$ cat config.mk
export PLATFORM = sky130hd
export DESIGN_NAME = control_unit
export DESIGN_NICKNAME = d
export VERILOG_FILES = /design/src/rtl/control_unit.sv
export SDC_FILE = /design/constraint.sdc
export NUM_CORES = 1
export LEC_CHECK = 0
export ABC_AREA = 1
export CAP_MARGIN = 20
export CORE_MARGIN = 2
export CORE_UTILIZATION = 40
export DETAILED_ROUTE_END_ITERATION = 8
export GPL_TIMING_DRIVEN = 0
export PLACE_DENSITY = 0.86
export RECOVER_POWER = 100
export SKIP_LAST_GASP = 1
export SLEW_MARGIN = 20
export SYNTH_ARGS = -nofsm -noshare
export SYNTH_HDL_FRONTEND = slang
export SYNTH_SLANG_ARGS = --single-unit
$ cat constraint.sdc
create_clock -name clock -period 2.5 [get_ports clock]
set_input_delay 0.375 -clock clock [delete_from_list [all_inputs] [get_ports clock]]
set_output_delay 0.375 -clock clock [all_outputs]
set_load 0.03 [all_outputs]
$ cat src/rtl/control_unit.sv
`timescale 1ns/1ps
`default_nettype none
// ============================================================================
// Module      : control_unit
// Description : Hardwired fetch/decode/execute sequencer driving the DataPath
//               control strobes, memory strobes and ALU operation select.
// Revision    : 1.0 - initial release
// ============================================================================
module control_unit #(
    parameter logic [4:0] PC_INC_CODE = 5'b11111,
    parameter logic [4:0] ADD_CODE    = 5'b00011
) (
    input  logic        clock,
    input  logic        clear,
    input  logic [31:0] ir,
    input  logic        ConOut,
    output logic        HiIn,
    output logic        LoIn,
    output logic        ZIn,
    output logic        PCIn,
    output logic        MDRIn,
    output logic        MARIn,
    output logic        YIn,
    output logic        OPortIn,
    output logic        IRIn,
    output logic        HiOut,
    output logic        LoOut,
    output logic        ZHiOut,
    output logic        ZLoOut,
    output logic        PCOut,
    output logic        MDROut,
    output logic        IPortOut,
    output logic        COut,
    output logic        Gra,
    output logic        Grb,
    output logic        Grc,
    output logic        RIn,
    output logic        ROut,
    output logic        BAOut,
    output logic        Conin,
    output logic        memread,
    output logic        memwrite,
    output logic [4:0]  ALUCode,
    output logic        run
);

    typedef enum logic [3:0] {
        ST_T0   = 4'd0,
        ST_T1   = 4'd1,
        ST_T2   = 4'd2,
        ST_T3   = 4'd3,
        ST_T4   = 4'd4,
        ST_T5   = 4'd5,
        ST_T6   = 4'd6,
        ST_T7   = 4'd7,
        ST_HALT = 4'd8
    } state_t;

    typedef enum logic [3:0] {
        CLS_LD     = 4'd0,
        CLS_LDI    = 4'd1,
        CLS_ST     = 4'd2,
        CLS_RALU   = 4'd3,
        CLS_IMM    = 4'd4,
        CLS_MULDIV = 4'd5,
        CLS_NEGNOT = 4'd6,
        CLS_BR     = 4'd7,
        CLS_JR     = 4'd8,
        CLS_IN     = 4'd9,
        CLS_OUT    = 4'd10,
        CLS_MFHI   = 4'd11,
        CLS_MFLO   = 4'd12,
        CLS_NOP    = 4'd13,
        CLS_HALT   = 4'd14
    } op_class_t;

    function automatic op_class_t classify(input logic [4:0] op);
        op_class_t cls;
        case (op)
            5'b00000: cls = CLS_LD;
            5'b00001: cls = CLS_LDI;
            5'b00010: cls = CLS_ST;
            5'b00011, 5'b00100, 5'b00101, 5'b00110, 5'b00111,
            5'b01000, 5'b01001, 5'b01010, 5'b01011: cls = CLS_RALU;
            5'b01100, 5'b01101, 5'b01110: cls = CLS_IMM;
            5'b01111, 5'b10000: cls = CLS_MULDIV;
            5'b10001, 5'b10010: cls = CLS_NEGNOT;
            5'b10011: cls = CLS_BR;
            5'b10100: cls = CLS_JR;
            5'b10101: cls = CLS_IN;
            5'b10110: cls = CLS_OUT;
            5'b10111: cls = CLS_MFHI;
            5'b11000: cls = CLS_MFLO;
            5'b11010: cls = CLS_HALT;
            default:  cls = CLS_NOP;
        endcase
        return cls;
    endfunction

    function automatic logic [4:0] imm_code(input logic [4:0] op);
        logic [4:0] code;
        case (op)
            5'b01100: code = 5'b00011;
            5'b01101: code = 5'b00101;
            5'b01110: code = 5'b00110;
            default:  code = 5'b00000;
        endcase
        return code;
    endfunction

    function automatic state_t last_state(input op_class_t cls);
        state_t st;
        case (cls)
            CLS_RALU, CLS_IMM, CLS_LDI: st = ST_T5;
            CLS_MULDIV, CLS_BR:         st = ST_T6;
            CLS_LD, CLS_ST:             st = ST_T7;
            CLS_NEGNOT:                 st = ST_T4;
            default:                    st = ST_T3;
        endcase
        return st;
    endfunction

    state_t     r_state;
    logic [4:0] r_op;

    logic [4:0] w_op;
    op_class_t  w_cls_ir;
    op_class_t  w_cls;
    state_t     w_last;
    logic       w_unused;

    // T3 decodes straight from ir; later states use the opcode captured in T3
    assign w_op     = (r_state == ST_T3) ? ir[31:27] : r_op;
    assign w_cls_ir = classify(ir[31:27]);
    assign w_cls    = classify(w_op);
    assign w_last   = last_state(w_cls);
    assign w_unused = ^ir[26:0];

    always_ff @(posedge clock or posedge clear) begin
        if (clear) begin
            r_state <= ST_T0;
            r_op    <= 5'b00000;
        end else begin
            case (r_state)
                ST_T0: r_state <= ST_T1;
                ST_T1: r_state <= ST_T2;
                // nop skips execute entirely, so it is recognised while IR loads
                ST_T2: r_state <= (w_cls_ir == CLS_NOP) ? ST_T0 : ST_T3;
                ST_T3: begin
                    r_op <= ir[31:27];
                    if (w_cls == CLS_HALT)
                        r_state <= ST_HALT;
                    else if (w_last == ST_T3)
                        r_state <= ST_T0;
                    else
                        r_state <= ST_T4;
                end
                ST_HALT: r_state <= ST_HALT;
                default: r_state <= (r_state == w_last) ? ST_T0
                                                        : state_t'(r_state + 4'd1);
            endcase
        end
    end

    always_comb begin
        HiIn     = 1'b0;
        LoIn     = 1'b0;
        ZIn      = 1'b0;
        PCIn     = 1'b0;
        MDRIn    = 1'b0;
        MARIn    = 1'b0;
        YIn      = 1'b0;
        OPortIn  = 1'b0;
        IRIn     = 1'b0;
        HiOut    = 1'b0;
        LoOut    = 1'b0;
        ZHiOut   = 1'b0;
        ZLoOut   = 1'b0;
        PCOut    = 1'b0;
        MDROut   = 1'b0;
        IPortOut = 1'b0;
        COut     = 1'b0;
        Gra      = 1'b0;
        Grb      = 1'b0;
        Grc      = 1'b0;
        RIn      = 1'b0;
        ROut     = 1'b0;
        BAOut    = 1'b0;
        Conin    = 1'b0;
        memread  = 1'b0;
        memwrite = 1'b0;
        ALUCode  = 5'b00000;
        run      = 1'b0;
        if (!clear) begin
            run = (r_state != ST_HALT);
            case (r_state)
                ST_T0: begin
                    PCOut = 1'b1; MARIn = 1'b1; ZIn = 1'b1; ALUCode = PC_INC_CODE;
                end
                ST_T1: begin
                    ZLoOut = 1'b1; PCIn = 1'b1; memread = 1'b1; MDRIn = 1'b1;
                end
                ST_T2: begin
                    MDROut = 1'b1; IRIn = 1'b1;
                end
                ST_T3: begin
                    case (w_cls)
                        CLS_RALU, CLS_IMM: begin Grb = 1'b1; ROut = 1'b1; YIn = 1'b1; end
                        CLS_LDI, CLS_LD, CLS_ST: begin Grb = 1'b1; BAOut = 1'b1; YIn = 1'b1; end
                        CLS_MULDIV: begin Gra = 1'b1; ROut = 1'b1; YIn = 1'b1; end
                        CLS_NEGNOT: begin
                            Grb = 1'b1; ROut = 1'b1; ZIn = 1'b1; ALUCode = w_op;
                        end
                        CLS_BR:   begin Gra = 1'b1; ROut = 1'b1; Conin = 1'b1; end
                        CLS_JR:   begin Gra = 1'b1; ROut = 1'b1; PCIn = 1'b1; end
                        CLS_IN:   begin IPortOut = 1'b1; Gra = 1'b1; RIn = 1'b1; end
                        CLS_OUT:  begin Gra = 1'b1; ROut = 1'b1; OPortIn = 1'b1; end
                        CLS_MFHI: begin HiOut = 1'b1; Gra = 1'b1; RIn = 1'b1; end
                        CLS_MFLO: begin LoOut = 1'b1; Gra = 1'b1; RIn = 1'b1; end
                        default: ;
                    endcase
                end
                ST_T4: begin
                    case (w_cls)
                        CLS_RALU: begin
                            Grc = 1'b1; ROut = 1'b1; ZIn = 1'b1; ALUCode = w_op;
                        end
                        CLS_MULDIV: begin
                            Grb = 1'b1; ROut = 1'b1; ZIn = 1'b1; ALUCode = w_op;
                        end
                        CLS_IMM: begin
                            COut = 1'b1; ZIn = 1'b1; ALUCode = imm_code(w_op);
                        end
                        CLS_LDI, CLS_LD, CLS_ST: begin
                            COut = 1'b1; ZIn = 1'b1; ALUCode = ADD_CODE;
                        end
                        CLS_NEGNOT: begin ZLoOut = 1'b1; Gra = 1'b1; RIn = 1'b1; end
                        CLS_BR:     begin PCOut = 1'b1; YIn = 1'b1; end
                        default: ;
                    endcase
                end
                ST_T5: begin
                    case (w_cls)
                        CLS_RALU, CLS_IMM, CLS_LDI: begin
                            ZLoOut = 1'b1; Gra = 1'b1; RIn = 1'b1;
                        end
                        CLS_MULDIV:     begin ZLoOut = 1'b1; LoIn = 1'b1; end
                        CLS_LD, CLS_ST: begin ZLoOut = 1'b1; MARIn = 1'b1; end
                        CLS_BR: begin
                            COut = 1'b1; ZIn = 1'b1; ALUCode = ADD_CODE;
                        end
                        default: ;
                    endcase
                end
                ST_T6: begin
                    case (w_cls)
                        CLS_MULDIV: begin ZHiOut = 1'b1; HiIn = 1'b1; end
                        CLS_LD:     begin memread = 1'b1; MDRIn = 1'b1; end
                        CLS_ST:     begin Gra = 1'b1; ROut = 1'b1; MDRIn = 1'b1; end
                        CLS_BR: begin
                            ZLoOut = ConOut;
                            PCIn   = ConOut;
                        end
                        default: ;
                    endcase
                end
                ST_T7: begin
                    case (w_cls)
                        CLS_LD: begin MDROut = 1'b1; Gra = 1'b1; RIn = 1'b1; end
                        CLS_ST: memwrite = 1'b1;
                        default: ;
                    endcase
                end
                default: ;
            endcase
        end
    end

endmodule
`default_nettype wire
==> key figures <==
Floorplanning
  – Starting Density: 41.5%
  – Die W: 68.2 µm
  – Rows: 23
  – # IOs: 67
  – Core ar.: 3970 µm²
  – Die footprint: 4650 µm²
  – Die Height: 68.2 µm

STA
  – Worst-Margin Slew: 0.578 ns
  – Final Slew Violations: 0
  – Relative slew slack: 61.4%
  – Tcrit/Tclk final: 131%
  – FMAX: 0.305 GHz
  – Min Tclk post-route: 3.28 ns
  – Final worst slack: -0.779 ns
  – Worst Clk Skew: 0.00316 ns
  – Setup TNS: -19.27 ns
  – Final setup fails: 35
  – RSZ-0062 raised after global routing: true
  – Hold Violations, Final: 0

Clocking
  – Hold buffers post-CTS: 0
  – CTS tree: built
  – Clock Latency Late Sink: 0.24 ns
  – CTS H-tree depth: 1
  – Num CTS Buffers: 3
  – Max Root-Sink Buffers: 2
  – Worst-path clk slew: 0.04 ns
  – Clk root buf: clkbuf_8
  – CTS sink count: 9

Hold path
  – Worst hold path depth: 2
  – Worst Hold Class: reg -> reg

Drt
  – Remaining antenna violation count after routing: 0
  – Met2 WL: 4210 µm
  – Final wirelength: 8560 µm
  – Via-to-Cell Ratio: 5.94
  – Drc violations: 0
  – Total number of vias: 2459
  – Met1 Wirelength: 3230 µm
  – DR WL/cell: 20.7 µm
  – Initial DRC Count: 284
  – Top routing layer in use: met4
  – Pre-antenna DRT Iters: 5
  – WL met3: 661 µm

Place
  – IO buf count: 39
  – GPL Wtd Cong: 0.921
  – Post-DP HPWL: 4030 µm
  – Placed instance area: 2370 µm²

Synth
  – Mapped Nets: 310
  – Cells after Synth: 266
  – Post-synthesis register bit count: 9
  – Post-synth top flop: dfrtp_1
  – Mapped cell area: 1650 µm²
  – Post-synthesis cell type count: 35
  – Yosys warns: 0
  – Ys async rst share: 100%
  – Syn_area_per_cell: 6.19 µm²
  – Seq/Total Area, Yosys: 13.7%
  – EDFF count, synth: 0

Global route
  – Vias in the first global route: 2120
  – Largest net degree at the start of global routing: 14
  – Global-route wire length before repair: 9780 µm
  – Initial antenna violation count: 0
  – GRT Overall Usage: 27.6%
  – Final global-route overflow total: 0

Status
  – Status: complete, but fails checks
  – Failing checks: setup timing

Finish
  – Most frequent cells in the layout: buf_4 (48), nand2_1 (40), buf_6 (38), nand2_4 (28), inv_1 (27)
  – Nets: 409
  – Final cell area excluding filler cells: 3360 µm²
  – Fillers: 169
  – Final Core Density: 84.7%
  – Layout cells sized above 1: 63.5%
  – Area delta synth->final: 104%
  – Commonest non-fill, non-tap cell in the layout: buf_4
  – Antenna cells: 0

Setup path
  – Setup CP Type: reg -> out
  – Critical Path AT: 2.90 ns
  – Critical Path Sink Type: output port
  – CP required: 2.12 ns
  – Element type at the critical path start: flip-flop
  – CP max FO: 6
  – R2R depth: 23

Flow run
  – Max_cap viols: 0
timing repair:
action	CTS	global route
pin swaps	29	38
cloned	0	0
setup buffers	28	28
resized for setup	252	86
endpoints found under the setup margin	36	35
registers in the layout, indices dropped and copies added (netlist names):
signal	cells
r_op	5
r_state	4
area by class of cell:
type / count / area [µm²] / share of cell area [%]
repair buffers: 95 / 887 / 26.4
clock buffers: 4 / 45.0 / 1.34
plain buffers: 5 / 68.8 / 2.05
inverters: 42 / 194 / 5.77
well taps: 50 / 62.6 / 1.86
flip-flops and latches: 9 / 228 / 6.77
multi-input cells: 209 / 1880 / 55.8
layer usage:
metal  vias to the layer above  GRT usage (%)
met2                       196           50.4
met3                        52           3.62
met5                         -              0
met4                         0           11.3
met1                      1164           32.0
li1                       1047              -
cell families after synthesis:
family | share of synthesized area (%)
AND/OR/NAND/NOR | 54.6
buffers and inverters | 13.1
AO/OA/AOI/OAI | 10.7
adder cells (fa/ha/maj) | 6.83
flip-flops | 13.7
XOR/XNOR | 1.06
through the flow:
step / hold slack [ns] / std cells / setup slack (ns)
after floorplan: 0.233 / 266 / -0.491
after global placement: 0.526 / 355 / -1.31
after detailed placement: 0.531 / 355 / -1.36
after CTS: 0.550 / 387 / -0.692
after global routing: 0.614 / 414 / -0.875
final: 0.597 / 414 / -0.779
worst paths after layout:
| kind | end | from | slack, ns |
|---|---|---|---|
| worst max register to register | r_state[2]$_DFF_PP0_ | r_state[2]$_DFF_PP0_ | -0.28 |
| min in group asynchronous | r_state[0]$_DFF_PP0_ | clear | 0.70 |
| worst max-delay path | Gra | r_state[2]$_DFF_PP0_ | -0.78 |
| max in group asynchronous | r_state[2]$_DFF_PP0_ | clear | 1.41 |
| worst min-delay path | r_op[2]$_DFF_PP0_ | r_op[2]$_DFF_PP0_ | 0.60 |
| worst min register to register | r_op[2]$_DFF_PP0_ | r_op[2]$_DFF_PP0_ | 0.60 |
cell usage after synthesis, types with 2 or more instances:
| cell | number | area, µm² |
|---|---|---|
| nand2_1 | 64 | 240 |
| inv_1 | 35 | 131 |
| nor2_1 | 30 | 113 |
| nand3_1 | 27 | 135 |
| nand2_2 | 18 | 113 |
| a21oi_1 | 11 | 55.1 |
| dfrtp_1 | 9 | 225 |
| ha_1 | 9 | 113 |
| nand2_4 | 9 | 101 |
| o21ai_0 | 7 | 35.0 |
| inv_2 | 5 | 18.8 |
| nand3_2 | 5 | 50.1 |
| a31oi_1 | 4 | 25.0 |
| nand3_4 | 3 | 52.6 |
| nor3_1 | 3 | 15.0 |
| o211ai_1 | 3 | 22.5 |
| clkbuf_1 | 2 | 7.51 |
| nand4_1 | 2 | 12.5 |
| nor2_4 | 2 | 22.5 |
| nor4_1 | 2 | 12.5 |
| xor2_1 | 2 | 17.5 |
worst max-delay path, stage by stage, from the launching register on:
cell	delay, ns
dfrtp_2	0.44
nor2_4	0.19
nand2_4	0.09
buf_12	0.15
clkinv_8	0.05
nand2_4	0.05
nand2_4	0.10
inv_4	0.05
ha_4	0.26
inv_2	0.04
nand2_2	0.07
nand2_2	0.06
nand2_4	0.10
nand2_4	0.07
buf_12	0.15
nor2_4	0.14
buf_6	0.12
nand2_4	0.05
a21oi_4	0.18
nor2_4	0.06
a21oi_4	0.12
buf_6	0.14
Power is left out: the tool's default activity adds up to more than one toggle a clock period on the data nets, which glitch-free logic cannot reach.
